===== src/rtl/queue_requester_if.sv =====
// Handshake bundle between a queue_requester and its environment: local push
// port, arbiter request/grant pair, shared-bus transfer and status flags.
interface queue_requester_if #(
  parameter int unsigned DATA_W = 8,
  parameter int unsigned DEPTH  = 4
);
  logic                       push_valid;
  logic [DATA_W-1:0]          push_data;
  logic                       push_ready;
  logic                       req;
  logic                       gnt;
  logic                       bus_valid;
  logic [DATA_W-1:0]          bus_data;
  logic [$clog2(DEPTH+1)-1:0] pending;
  logic                       stray_gnt;
  logic                       timeout_err;

  modport master (
    input  push_valid, push_data, gnt,
    output push_ready, req, bus_valid, bus_data, pending, stray_gnt, timeout_err
  );

  modport slave (
    output push_valid, push_data, gnt,
    input  push_ready, req, bus_valid, bus_data, pending, stray_gnt, timeout_err
  );
endinterface


===== src/rtl/queue_requester.sv =====
// Requester agent for the two-way queue arbiter: FIFO-buffered requests, one transfer per grant.
// Optional macro REQ_TIMEOUT_EN adds a grant-wait timeout with retry.
module queue_requester #(
  parameter int unsigned DATA_W   = 8,
  parameter int unsigned DEPTH    = 4,
  parameter int unsigned MAX_WAIT = 15
) (
  input logic              clock,
  input logic              reset,
  queue_requester_if.master bus
);

  localparam int unsigned PtrW = $clog2(DEPTH);
  localparam int unsigned CntW = $clog2(DEPTH + 1);

  if (DEPTH < 2 || (DEPTH & (DEPTH - 1)) != 0 || MAX_WAIT < 1) begin : g_param_check
    $error("queue_requester: DEPTH must be a power of two >= 2 and MAX_WAIT >= 1");
  end

  typedef enum logic [1:0] {StIdle, StReq, StHold} state_e;

  state_e              state_q, state_d;
  logic [DATA_W-1:0]   mem_q [DEPTH];
  logic [PtrW-1:0]     wptr_q, rptr_q;
  logic [CntW-1:0]     pending_q, pending_d;
  logic                req_q;
  logic                bus_valid_q, bus_valid_d;
  logic [DATA_W-1:0]   bus_data_q, bus_data_d;
  logic                stray_q, stray_d;
  logic                timeout_d;
  logic                push, pop, push_ready, gnt_s;

  // X or Z on the grant line must never start a transfer.
  assign gnt_s      = (bus.gnt === 1'b1);
  assign push_ready = (pending_q < CntW'(DEPTH));
  assign push       = bus.push_valid && push_ready;
  assign pending_d  = pending_q + CntW'(push) - CntW'(pop);

`ifdef REQ_TIMEOUT_EN
  localparam int unsigned WaitW = $clog2(MAX_WAIT + 1);
  logic [WaitW-1:0] wait_q, wait_d;
  logic             timeout_q;
`endif

  always_comb begin
    state_d     = state_q;
    pop         = 1'b0;
    stray_d     = 1'b0;
    timeout_d   = 1'b0;
    bus_valid_d = 1'b0;
    bus_data_d  = bus_data_q;
    unique case (state_q)
      StIdle: begin
        stray_d = gnt_s;
        if (pending_q != '0) state_d = StReq;
      end
      StReq: begin
        if (gnt_s) begin
          state_d     = StHold;
          pop         = 1'b1;
          bus_valid_d = 1'b1;
          bus_data_d  = mem_q[rptr_q];
        end
`ifdef REQ_TIMEOUT_EN
        else if (wait_q == WaitW'(MAX_WAIT - 1)) begin
          // Give up this round without popping; HOLD retries the same head.
          state_d   = StHold;
          timeout_d = 1'b1;
        end
`endif
      end
      StHold: begin
        stray_d = gnt_s;
        state_d = (pending_q != '0) ? StReq : StIdle;
      end
      default: state_d = StIdle;
    endcase
  end

`ifdef REQ_TIMEOUT_EN
  always_comb begin
    wait_d = wait_q;
    if (state_d == StReq && state_q != StReq) begin
      wait_d = '0;
    end else if (state_q == StReq && !gnt_s) begin
      wait_d = wait_q + WaitW'(1);
    end
  end

  always_ff @(posedge clock or negedge reset) begin
    if (!reset) begin
      wait_q    <= '0;
      timeout_q <= 1'b0;
    end else begin
      wait_q    <= wait_d;
      timeout_q <= timeout_d;
    end
  end

  assign bus.timeout_err = timeout_q;
`else
  assign bus.timeout_err = 1'b0;
`endif

  always_ff @(posedge clock or negedge reset) begin
    if (!reset) begin
      state_q     <= StIdle;
      wptr_q      <= '0;
      rptr_q      <= '0;
      pending_q   <= '0;
      req_q       <= 1'b0;
      bus_valid_q <= 1'b0;
      bus_data_q  <= '0;
      stray_q     <= 1'b0;
    end else begin
      state_q     <= state_d;
      pending_q   <= pending_d;
      req_q       <= (state_d == StReq);
      bus_valid_q <= bus_valid_d;
      bus_data_q  <= bus_data_d;
      stray_q     <= stray_d;
      if (push) wptr_q <= wptr_q + PtrW'(1);
      if (pop)  rptr_q <= rptr_q + PtrW'(1);
    end
  end

  // Storage needs no reset: occupancy and pointers define what is valid.
  always_ff @(posedge clock) begin
    if (push) mem_q[wptr_q] <= bus.push_data;
  end

  assign bus.push_ready = push_ready;
  assign bus.req        = req_q;
  assign bus.bus_valid  = bus_valid_q;
  assign bus.bus_data   = bus_data_q;
  assign bus.pending    = pending_q;
  assign bus.stray_gnt  = stray_q;

  // Keeps the timeout flag from looking unused when the feature is compiled out.
  logic unused_timeout;
  assign unused_timeout = timeout_d;

endmodule


===== src/flat_wrapper.sv =====
// flat-port wrapper written by rule: the top's interface ports become plain ports
module queue_requester_flat 
#(
  parameter int unsigned DATA_W   = 8,
  parameter int unsigned DEPTH    = 4,
  parameter int unsigned MAX_WAIT = 15
)
  (clock, reset, bus_push_valid, bus_push_data, bus_gnt, bus_push_ready, bus_req, bus_bus_valid, bus_bus_data, bus_pending, bus_stray_gnt, bus_timeout_err);
  queue_requester_if #(.DATA_W(DATA_W), .DEPTH(DEPTH)) bus_i ();
  input logic clock;
  input logic reset;
  input wire logic [$bits(bus_i.push_valid)-1:0] bus_push_valid;
  input wire logic [$bits(bus_i.push_data)-1:0] bus_push_data;
  input wire logic [$bits(bus_i.gnt)-1:0] bus_gnt;
  output wire logic [$bits(bus_i.push_ready)-1:0] bus_push_ready;
  output wire logic [$bits(bus_i.req)-1:0] bus_req;
  output wire logic [$bits(bus_i.bus_valid)-1:0] bus_bus_valid;
  output wire logic [$bits(bus_i.bus_data)-1:0] bus_bus_data;
  output wire logic [$bits(bus_i.pending)-1:0] bus_pending;
  output wire logic [$bits(bus_i.stray_gnt)-1:0] bus_stray_gnt;
  output wire logic [$bits(bus_i.timeout_err)-1:0] bus_timeout_err;
  assign bus_i.push_valid = bus_push_valid;
  assign bus_i.push_data = bus_push_data;
  assign bus_i.gnt = bus_gnt;
  assign bus_push_ready = bus_i.push_ready;
  assign bus_req = bus_i.req;
  assign bus_bus_valid = bus_i.bus_valid;
  assign bus_bus_data = bus_i.bus_data;
  assign bus_pending = bus_i.pending;
  assign bus_stray_gnt = bus_i.stray_gnt;
  assign bus_timeout_err = bus_i.timeout_err;
  queue_requester #(.DATA_W(DATA_W), .DEPTH(DEPTH), .MAX_WAIT(MAX_WAIT)) u_core (.clock(clock), .reset(reset), .bus(bus_i));
endmodule

===== config.mk =====
export PLATFORM = sky130hd
export DESIGN_NAME = queue_requester_flat
export DESIGN_NICKNAME = d
export VERILOG_FILES = /design/src/rtl/queue_requester_if.sv /design/src/rtl/queue_requester.sv /design/src/flat_wrapper.sv
export SDC_FILE = /design/constraint.sdc
export NUM_CORES = 1
export LEC_CHECK = 0
export BUFFER_PORTS_ARGS = -buffer_cell sky130_fd_sc_hd__clkbuf_2
export CAP_MARGIN = 20
export CORE_ASPECT_RATIO = 2
export CORE_UTILIZATION = 45
export CTS_CLUSTER_DIAMETER = 100
export DETAILED_ROUTE_END_ITERATION = 8
export PLACE_DENSITY = 0.67
export SLEW_MARGIN = 30
export SYNTH_ARGS = -nofsm -noshare
export SYNTH_HDL_FRONTEND = slang
export SYNTH_SLANG_ARGS = --single-unit

===== constraint.sdc =====
create_clock -name clock -period 2.01 [get_ports clock]
set_clock_uncertainty 0.05 [all_clocks]
set_input_delay 0.402 -clock clock [delete_from_list [all_inputs] [get_ports clock]]
set_output_delay 0.402 -clock clock [all_outputs]
set_load 0.01 [all_outputs]

==> reports/metrics.cfg, run 1 <==
[placed_design]
dpl_worst_slack_ns = -0.00318
port_buffers = 26
hpwl_um = 2210
dp.cells = 185
gp_congestion = 0.677

[sta]
finalMaxSlewViolations = 0
rsz0062_at_grt = no
period_minus_slack_ns = 1.88
timing.final.crit_share = 0.933
hold_violations = 7
setup_viol = 0
setup_ws_ns = 0.135
tightest_slew_ns = 0.501
hold_ws_ns = -0.00367
fmaxAchievable_mhz = 533
maxSlewHeadroom = 0.666

[synthesis]
syn_inst = 106
synth_mux_area_frac = 0.151
synth_cell_type_count = 21
syn_area_per_cell_um2 = 19.5
yosys_register_bits = 52
synth_top_family_by_area = multiplexers
syn_area_um2 = 2060
synthXorXnorAreaFrac = 0.0212
yosysWarnings = 0
ys_seq_area_frac = 0.708
synth_compound_area_frac = 0.0133
synth_simple_gate_area_frac = 0.0309
synthAdderAreaFrac = 0.0461
syn-num-nets = 125

[power]
clockPowerShare = 0.168
sw_frac_of_total = 0.302
seqPwrFrac = 0.490
power.internal_mw = 2.31
p_total_mw = 3.32
p_comb_frac = 0.343
switching_power_mw = 1.00
ir_drop_mv = 0.696
pwr_density_cell_nw_per_um2 = 1410
p_leak_nw = 0.952

[finish]
stdcell_count = 193
antenna_cells = 0
drive_gt1_frac = 0.396
fin_nets = 157
fillers = 359
syn_to_final_growth_pct = 14.1

[global_route]
first_global_vias = 1044
grt_max_degree = 21
grt_pass1_wl_um = 5220
grt_antenna_before_repair = 0
track_usage = 0.150
overflow = 0

[cts]
cts_tree = yes
numCtsBuffers = 5
clock_latency_ns = 0.30
htreeDepth = 2
root_buffer = clkbuf_8
clockBufferDepth = 2
cts.reportedPaths.clkPinSlew_ns = 0.09
cts.sinks = 52

[drt]
met1_length_um = 1130
vias_per_cell = 4.97
route.detailed.drc = 0
top_layer_used = met4
drt_first_pass_iters = 4
drt_iter0_drc = 5
drt-wirelength-per-cell_um = 16.0
vias = 960
ant_nets = 0
route.met2.wl_um = 1800
met3_length_um = 93
drt_wl_total_um = 3080

[die]
core_um2 = 4380
initial_core_util = 0.471
rows = 34
io_pins = 28
fp.dieW_um = 49.9
dieArea_um2 = 4880
die_h_um = 97.8

[run_status]
status = complete, but fails checks
violations = hold timing

[setup_path]
crit_path_start_kind = flip-flop
crit_type = flip-flop to flip-flop
cp.required_ns = 2.16
arrival_ns = 2.02
critPathMaxFanout = 2
crit_path_end_kind = flip-flop

[worst_hold_path]
hp-class = input port to asynchronous set/reset pin

[run]
cap_violations = 0

[registers in the layout (all words and copies together) (netlist names)]
signal,cells
u_core.mem_q,32
u_core.bus.bus_data,8
u_core.bus.pending,3
u_core.rptr_q,2
u_core.state_q,2
u_core.wptr_q,2
u_core.bus.bus_valid,1
u_core.bus.req,1
u_core.bus.stray_gnt,1
[area by class of cell]
cell class,count,area [um2],area share
Sequential cell,52,1460,0.621
Timing Repair Buffer,30,160,0.0680
Tap cell,54,67.6,0.0287
Clock inverter,2,11.3,0.00478
Clock buffer,6,72.6,0.0308
Inverter,7,26.3,0.0112
Multi-Input combinational cell,42,556,0.236
[layer usage]
layer / GRT usage / vias up
met5: 0 / -
met4: 0.0659 / 0
met3: 0.0389 / 6
met2: 0.267 / 21
met1: 0.163 / 485
li1: - / 448
[cell usage in the layout, fill, tap and decap left out, drive strengths merged]
cell type / Yosys / final
edfxtp: 32 / 32
clkbuf: 2 / 32
dfrtp: 20 / 20
mux2: 9 / 9
mux4: 8 / 8
inv: 7 / 7
ha: 6 / 6
and2: 4 / 4
buf: 3 / 4
xnor2: 4 / 4
and3b: 2 / 2
o41a: 2 / 2
nor2b: 2 / 2
o21ai: 1 / 1
xor2: 1 / 1
nand4b: 1 / 1
fa: 1 / 1
conb: 1 / 1
clkinvlp: 0 / 1
clkinv: 0 / 1
[cells in the mapped netlist]
library cell	number	area, um2
edfxtp_1	32	961
dfrtp_1	20	500
mux2_4	8	120
mux4_2	8	180
inv_1	7	26.3
ha_1	6	75.1
and2_1	4	25.0
xnor2_1	4	35.0
and3b_1	2	17.5
clkbuf_1	2	7.51
nor2b_1	2	12.5
o41a_1	2	22.5
buf_2	1	5.00
buf_4	1	7.51
buf_6	1	11.3
conb_1	1	3.75
fa_1	1	20.0
mux2_2	1	11.3
nand4b_1	1	8.76
o21ai_0	1	5.00
xor2_1	1	8.76
[worst paths after layout]
| kind | from | end | slack (ns) | depth (start not counted) |
|---|---|---|---|---|
| max in group asynchronous | reset | u_core.wptr_q[1] | 1.56 | 1 |
| min in group clock | bus_push_data[4] | u_core.mem_q[1][4] | 0.27 | 1 |
| max | u_core.state_q[0] | u_core.bus.pending[2] | 0.13 | 7 |
| max reg2reg | u_core.state_q[0] | u_core.bus.pending[2] | 0.13 | 7 |
| min | reset | u_core.bus.req | -0.004 | 1 |
| min reg2reg | u_core.bus.bus_data[6] | u_core.bus.bus_data[6] | 0.47 | 1 |
[power by group through the flow]
| stage | Sequential (mW) | Clock, mW | Combinational [mW] |
|---|---|---|---|
| after global placement | 1.63 | 0 | 1.09 |
| after global routing | 1.66 | 0.618 | 1.26 |
| final | 1.62 | 0.556 | 1.14 |
| after floorplan | 1.65 | 0 | 0.772 |
| after CTS | 1.63 | 0.575 | 1.14 |
| after detailed placement | 1.65 | 0 | 1.14 |
[timing repair]
action,CTS,global route
resized for setup,0,2
hold buffers,0,0
setup buffers,0,0
endpoints found under the hold margin,0,0
setup endpoints to repair,0,1
[worst max-delay path, stage by stage, from the launching register on]
cell and delay [ns]:
dfrtp_1 0.39, and3b_1 0.19, ha_1 0.27, inv_1 0.04, ha_1 0.21, fa_2 0.36, xnor2_2 0.15, xnor2_1 0.12
[through the flow]
stage | instance area, um2 | util | hold WS, ns | TNS (ns)
final | 2350 | 0.537 | -0.00367 | 0
after global routing | 2350 | 0.537 | 0.0295 | 0
after detailed placement | 2260 | 0.516 | 0.349 | -0.00318
after CTS | 2340 | 0.535 | 0.0177 | 0
after global placement | 2260 | 0.516 | 0.335 | 0
after floorplan | 2060 | - | 0.0564 | 0
[kinds of logic (layout without fill, tap and decap cells)]
group / Yosys count / in the layout
fa+ha+maj: 7 / 7
other cells: 1 / 1
mux: 17 / 17
flops: 52 / 52
simple gates: 9 / 9
compound gates: 3 / 3
xor+xnor: 5 / 5
buf+inv: 12 / 45
No activity file was read; power rests on OpenSTA's default activity.
==> run 2: changes to the inputs <==
--- a/config.mk
+++ b/config.mk
@@ -9,9 +9,11 @@
 export CAP_MARGIN = 20
 export CORE_ASPECT_RATIO = 2
 export CORE_UTILIZATION = 45
+export CTS_BUF_LIST = sky130_fd_sc_hd__clkbuf_4
 export CTS_CLUSTER_DIAMETER = 100
 export DETAILED_ROUTE_END_ITERATION = 8
 export PLACE_DENSITY = 0.67
+export RECOVER_POWER = 25
 export SLEW_MARGIN = 30
 export SYNTH_ARGS = -nofsm -noshare
 export SYNTH_HDL_FRONTEND = slang
==> reports/metrics.cfg, run 2 (synthesized netlist as in run 1, its figures left out) <==
[run_status]
status = complete, no violations  ; was complete, but fails checks

[sta]
period_minus_slack_ns = 1.88  ; about the same
finalMaxSlewViolations = 0  ; unchanged
rsz0062_at_grt = no  ; unchanged
timing.final.crit_share = 0.936  ; was 0.933
setup-tns-final_ns = 0  ; unchanged
hold_violations = 0  ; was 7
fmaxAchievable_mhz = 532  ; was 533 MHz
setup_ws_ns = 0.129  ; was 0.135 ns
setup_viol = 0  ; unchanged
hold_ws_ns = 0.243  ; was -0.00367 ns

[drt]
drt_iter0_drc = 10  ; was 5
vias_per_cell = 5.00  ; was 4.97
drt-wirelength-per-cell_um = 16.0  ; about the same
drt_wl_total_um = 3100  ; was 3080 um
route.detailed.drc = 0  ; unchanged
vias = 970  ; was 960
drt_first_pass_iters = 3  ; was 4
ant_nets = 0  ; unchanged

[die]
fp.dieW_um = 49.9  ; unchanged
io_pins = 28  ; unchanged
core_um2 = 4380  ; unchanged
dieArea_um2 = 4880  ; unchanged
die_h_um = 97.8  ; unchanged
initial_core_util = 0.471  ; unchanged
rows = 34  ; unchanged

[placed_design]
dpl_worst_slack_ns = -0.00318  ; unchanged
gp_congestion = 0.677  ; unchanged
hpwl_um = 2210  ; unchanged
port_buffers = 26  ; unchanged
dp.cells = 185  ; unchanged

[finish]
largest_register_ff_count = 32  ; unchanged
mostFrequentLayoutCells = edfxtp_1 (32), dfrtp_1 (20), clkbuf_2 (18)  ; was edfxtp_1 (32), clkbuf_2 (26), dfrtp_1 (20), mux4_2 (8), mux2_4 (8)
syn_to_final_growth_pct = 12.7  ; was 14.1%
final_util = 0.531  ; was 0.537
fin_nets = 158  ; was 157
drive_gt1_frac = 0.343  ; was 0.396
antenna_cells = 0  ; unchanged
fillers = 375  ; was 359
layout_commonest_cell = edfxtp_1  ; unchanged
largest-register = u_core.mem_q  ; unchanged
stdcell_count = 194  ; was 193

[setup_path]
crit_path_end_kind = flip-flop  ; unchanged
reg2reg_from = u_core.state_q[0]  ; unchanged
critPathMaxFanout = 2  ; unchanged
cp.required_ns = 2.23  ; was 2.16 ns
crit_type = flip-flop to flip-flop  ; unchanged
arrival_ns = 2.11  ; was 2.02 ns
startpoint = u_core.state_q[0]  ; unchanged
crit_path_start_kind = flip-flop  ; unchanged

[cts]
clock_latency_ns = 0.36  ; was 0.30 ns
clockBufferDepth = 2  ; unchanged
cts.reportedPaths.clkPinSlew_ns = 0.15  ; was 0.09 ns
cts_tree = yes  ; unchanged
cts_setup_buffers = 0  ; unchanged
root_buffer = clkbuf_4  ; was clkbuf_8
numCtsBuffers = 5  ; unchanged
htreeDepth = 2  ; unchanged
cts.sinks = 52  ; unchanged

[global_route]
grt_antenna_before_repair = 0  ; unchanged
grtUsageMet1 = 0.157  ; was 0.163
grt-busiest-layer = met2  ; unchanged
grt_pass1_wl_um = 5160  ; was 5220 um
overflow = 0  ; unchanged
first_global_vias = 1038  ; was 1044
globalRouteMet2Util = 0.267  ; unchanged
met3_usage = 0.0389  ; unchanged
track_usage = 0.150  ; about the same
grt_max_degree = 21  ; unchanged

[worst_hold_path]
hp-class = input port to flip-flop  ; was input port to asynchronous set/reset pin
min_from = bus_push_data[4]

[power]
pwr_density_cell_nw_per_um2 = 1380  ; was 1410 nW/um2
ir_drop_mv = 0.556  ; was 0.696 mV
p_leak_nw = 0.922  ; was 0.952 nW

[run]
cap_violations = 0  ; unchanged

==> run 2: changes by cell type in the layout (fill, tap and decap cells not counted), sizes merged <==
cell	before	now
dlygate4sd3	0	1
==> run 2: area by class of cell <==
class / count / area [um2] / share of cell area
Sequential cell: 52 / 1460 / 0.628
Timing Repair Buffer: 31 / 160 / 0.0688
Tap cell: 54 / 67.6 / 0.0290
Clock inverter: 2 / 11.3 / 0.00484
Multi-Input combinational cell: 42 / 556 / 0.239
Inverter: 7 / 26.3 / 0.0113
Clock buffer: 6 / 45.0 / 0.0194
==> run 2: what timing repair did <==
| action | CTS | global route |
|---|---|---|
| hold buffers | 1 | 0 |
| hold endpoints to repair | 20 | 0 |
| resized for setup | 0 | 2 |
| endpoints found under the setup margin | 0 | 1 |
==> run 2: path summary, 6_finish.rpt <==
| check | to | slack [ns] | cells after the start |
|---|---|---|---|
| max in group asynchronous | u_core.wptr_q[1] | 1.10 | 2 |
| hold reg to reg | u_core.bus.bus_data[6] | 0.48 | 1 |
| setup reg to reg | u_core.bus.pending[2] | 0.13 | 7 |
| min in group asynchronous | u_core.bus.req | 0.46 | 2 |
| hold / removal | u_core.mem_q[3][4] | 0.24 | 1 |
| setup / recovery | u_core.bus.pending[2] | 0.13 | 7 |
==> run 2: power breakdown <==
| part | internal [mW] | switching [mW] |
|---|---|---|
| Sequential | 1.44 | 0.186 |
| Combinational | 0.634 | 0.503 |
| Clock | 0.147 | 0.309 |
==> run 2: metal layers <==
| layer | vias up | wire length (um) | part of all wire |
|---|---|---|---|
| met5 | - | 0 | 0 |
| met1 | 492 | 1110 | 0.36 |
| met2 | 19 | 1820 | 0.59 |
| li1 | 452 | - | - |
| met4 | 0 | 77 | 0.025 |
| met3 | 7 | 93 | 0.030 |
==> run 2: worst max-delay path, stage by stage, from the launching register on <==
cell and delay, ns:
dfrtp_1 0.40, and3b_1 0.19, ha_1 0.27, inv_1 0.04, ha_1 0.21, fa_2 0.36
xnor2_2 0.15, xnor2_1 0.12
==> run 2: per-stage QoR <==
| stage | total power, mW | instance area (um2) |
|---|---|---|
| floorplan | 2.42 | 2060 |
| global placement | 2.72 | 2260 |
| detailed placement | 2.79 | 2260 |
| CTS | 3.24 | 2330 |
| global route | 3.42 | 2330 |
| finish | 3.22 | 2330 |
==> run 3: changes to the inputs <==
--- a/config.mk
+++ b/config.mk
@@ -13,7 +13,7 @@
 export CTS_CLUSTER_DIAMETER = 100
 export DETAILED_ROUTE_END_ITERATION = 8
 export PLACE_DENSITY = 0.67
-export RECOVER_POWER = 25
+export RECOVER_POWER = 50
 export SLEW_MARGIN = 30
 export SYNTH_ARGS = -nofsm -noshare
 export SYNTH_HDL_FRONTEND = slang
==> reports/metrics.cfg, run 3 (synthesized netlist as in run 1, its figures left out) <==
[finish]
mostFrequentLayoutCells = edfxtp_1 (32), dfrtp_1 (20), clkbuf_2 (17), clkbuf_1 (11)  ; was edfxtp_1 (32), dfrtp_1 (20), clkbuf_2 (18)
stdcell_area_um2 = 2320  ; was 2330 um2
largest-register = u_core.mem_q  ; unchanged
antenna_cells = 0  ; unchanged
layout_commonest_cell = edfxtp_1  ; unchanged
largest_register_ff_count = 32  ; unchanged
syn_to_final_growth_pct = 12.3  ; was 12.7%
fin_nets = 158  ; unchanged
final_util = 0.529  ; was 0.531
drive_gt1_frac = 0.321  ; was 0.343

[global_route]
grt_pass1_wl_um = 5160  ; unchanged
grt_antenna_before_repair = 0  ; unchanged
overflow = 0  ; unchanged
track_usage = 0.150  ; unchanged
grt_max_degree = 21  ; unchanged
first_global_vias = 1038  ; unchanged

[sta]
setup_ws_ns = 0.133  ; was 0.129 ns
tightest_slew_ns = 1.08
fmaxAchievable_mhz = 533  ; was 532 MHz
rsz0062_at_grt = no  ; unchanged
finalMaxSlewViolations = 0  ; unchanged
hold_violations = 0  ; unchanged
maxSlewHeadroom = 0.282
period_minus_slack_ns = 1.88  ; about the same
setup_viol = 0  ; unchanged
setup-tns-final_ns = 0  ; unchanged
timing.final.crit_share = 0.934  ; was 0.936

[cts]
cts_tree = yes  ; unchanged
clock_latency_ns = 0.36  ; about the same
cts.reportedPaths.clkPinSlew_ns = 0.15  ; about the same
htreeDepth = 2  ; unchanged
cts.sinks = 52  ; unchanged
numCtsBuffers = 5  ; unchanged
root_buffer = clkbuf_4  ; unchanged
clockBufferDepth = 2  ; unchanged

[power]
sw_frac_of_total = 0.311  ; was 0.310
seqPwrFrac = 0.506  ; was 0.504
ir_drop_mv = 0.555  ; was 0.556 mV
clockPowerShare = 0.142  ; about the same
pwr_density_cell_nw_per_um2 = 1380  ; about the same
switching_power_mw = 0.997  ; was 0.998 mW
p_comb_frac = 0.351  ; was 0.354
p_leak_nw = 0.912  ; was 0.922 nW
power.internal_mw = 2.21  ; was 2.22 mW

[die]
io_pins = 28  ; unchanged
rows = 34  ; unchanged
initial_core_util = 0.471  ; unchanged
die_h_um = 97.8  ; unchanged
dieArea_um2 = 4880  ; unchanged
fp.dieW_um = 49.9  ; unchanged
core_um2 = 4380  ; unchanged

[drt]
drt-wirelength-per-cell_um = 15.9  ; was 16.0 um
ant_nets = 0  ; unchanged
drt_iter0_drc = 10  ; unchanged
route.detailed.drc = 0  ; unchanged
drt_first_pass_iters = 4  ; was 3
vias = 972  ; was 970
drt_wl_total_um = 3090  ; was 3100 um
vias_per_cell = 5.01  ; was 5.00

[setup_path]
r2r_setup_slack_ns = 0.13  ; about the same
crit_path_start_kind = flip-flop  ; unchanged
cp.required_ns = 2.23  ; about the same
critPathMaxFanout = 2  ; unchanged
r2r-end = u_core.bus.pending[2]  ; unchanged
arrival_ns = 2.10  ; was 2.11 ns
crit_path_end_kind = flip-flop  ; unchanged
reg2reg_from = u_core.state_q[0]  ; unchanged
crit_type = flip-flop to flip-flop  ; unchanged
worst-r2r-cell-count = 7  ; unchanged

[worst_hold_path]
hold_end = u_core.mem_q[3][4]  ; unchanged
hp-class = input port to flip-flop  ; unchanged
whs_path_depth = 1  ; unchanged
min_from = bus_push_data[4]  ; unchanged

[run_status]
status = complete, no violations  ; unchanged

[placed_design]
port_buffers = 26  ; unchanged
hpwl_um = 2210  ; unchanged
dpl_worst_slack_ns = -0.00318  ; unchanged
gp_congestion = 0.677  ; unchanged
place_area_um2 = 2260  ; unchanged

[run]
cap_violations = 0  ; unchanged

run 3: cell count changes in the layout (fill, tap and decap cells not counted), sizes merged:
| cell | delta |
|---|---|
| buf | -2 |
| clkbuf | +2 |
run 3: repair_timing:
| action | in CTS | in global routing |
|---|---|---|
| gates resized for setup | 0 | 2 |
| setup endpoints to repair | 0 | 1 |
| hold buffers | 1 | 0 |
| endpoints found under the hold margin | 20 | 0 |
| buffers inserted | 0 | 0 |
run 3: worst max path at each step:
stage                            from                     to  slack (ns)  cells past startpoint
CTS                 u_core.state_q[0]  u_core.bus.pending[2]        0.08                      7
global route        u_core.state_q[0]  u_core.bus.pending[2]        0.03                      7
finish              u_core.state_q[0]  u_core.bus.pending[2]        0.13                      7
detailed placement            bus_gnt  u_core.bus.pending[2]      -0.003                      8
floorplan           u_core.state_q[0]  u_core.bus.pending[2]        0.13                      7
global placement              bus_gnt  u_core.bus.pending[2]        0.04                      8
run 3: routing by layer:
metal	vias to the layer above	wire length, um	GRT usage
met5	-	0	0
met4	0	77	0.0725
met3	7	93	0.0389
met2	19	1820	0.267
met1	494	1090	0.157
li1	452	-	-
run 3: worst max-delay path: stages, from the launching register on:
cell	delay, ns
dfrtp_1	0.40
and3b_1	0.19
ha_1	0.27
inv_1	0.04
ha_1	0.21
fa_2	0.36
xnor2_2	0.15
xnor2_1	0.12
run 3: power by group through the flow:
stage          registers (mW)  clock network [mW]  logic (mW)
6_report                 1.62               0.456        1.13
2_1_floorplan            1.65                   0       0.772
3_5_place_dp             1.65                   0        1.14
5_1_grt                  1.66               0.507        1.24
3_3_place_gp             1.63                   0        1.09
4_1_cts                  1.63               0.470        1.14
run 3: stage by stage:
step / std cells / total power, mW / hold WS [ns]
5_1_grt: 194 / 3.41 / 0.243
3_5_place_dp: 185 / 2.79 / 0.349
3_3_place_gp: 185 / 2.72 / 0.335
4_1_cts: 194 / 3.24 / 0.184
2_1_floorplan: 106 / 2.42 / 0.0564
6_report: 194 / 3.20 / 0.243
run 3: final cells by class:
type	count	area, um2
inverters	7	26.3
clock buffers	6	45.0
fillers	376	2060
flip-flops and latches	52	1460
repair buffers	31	151
multi-input cells	42	556
well taps	54	67.6
clock inverters	2	11.3
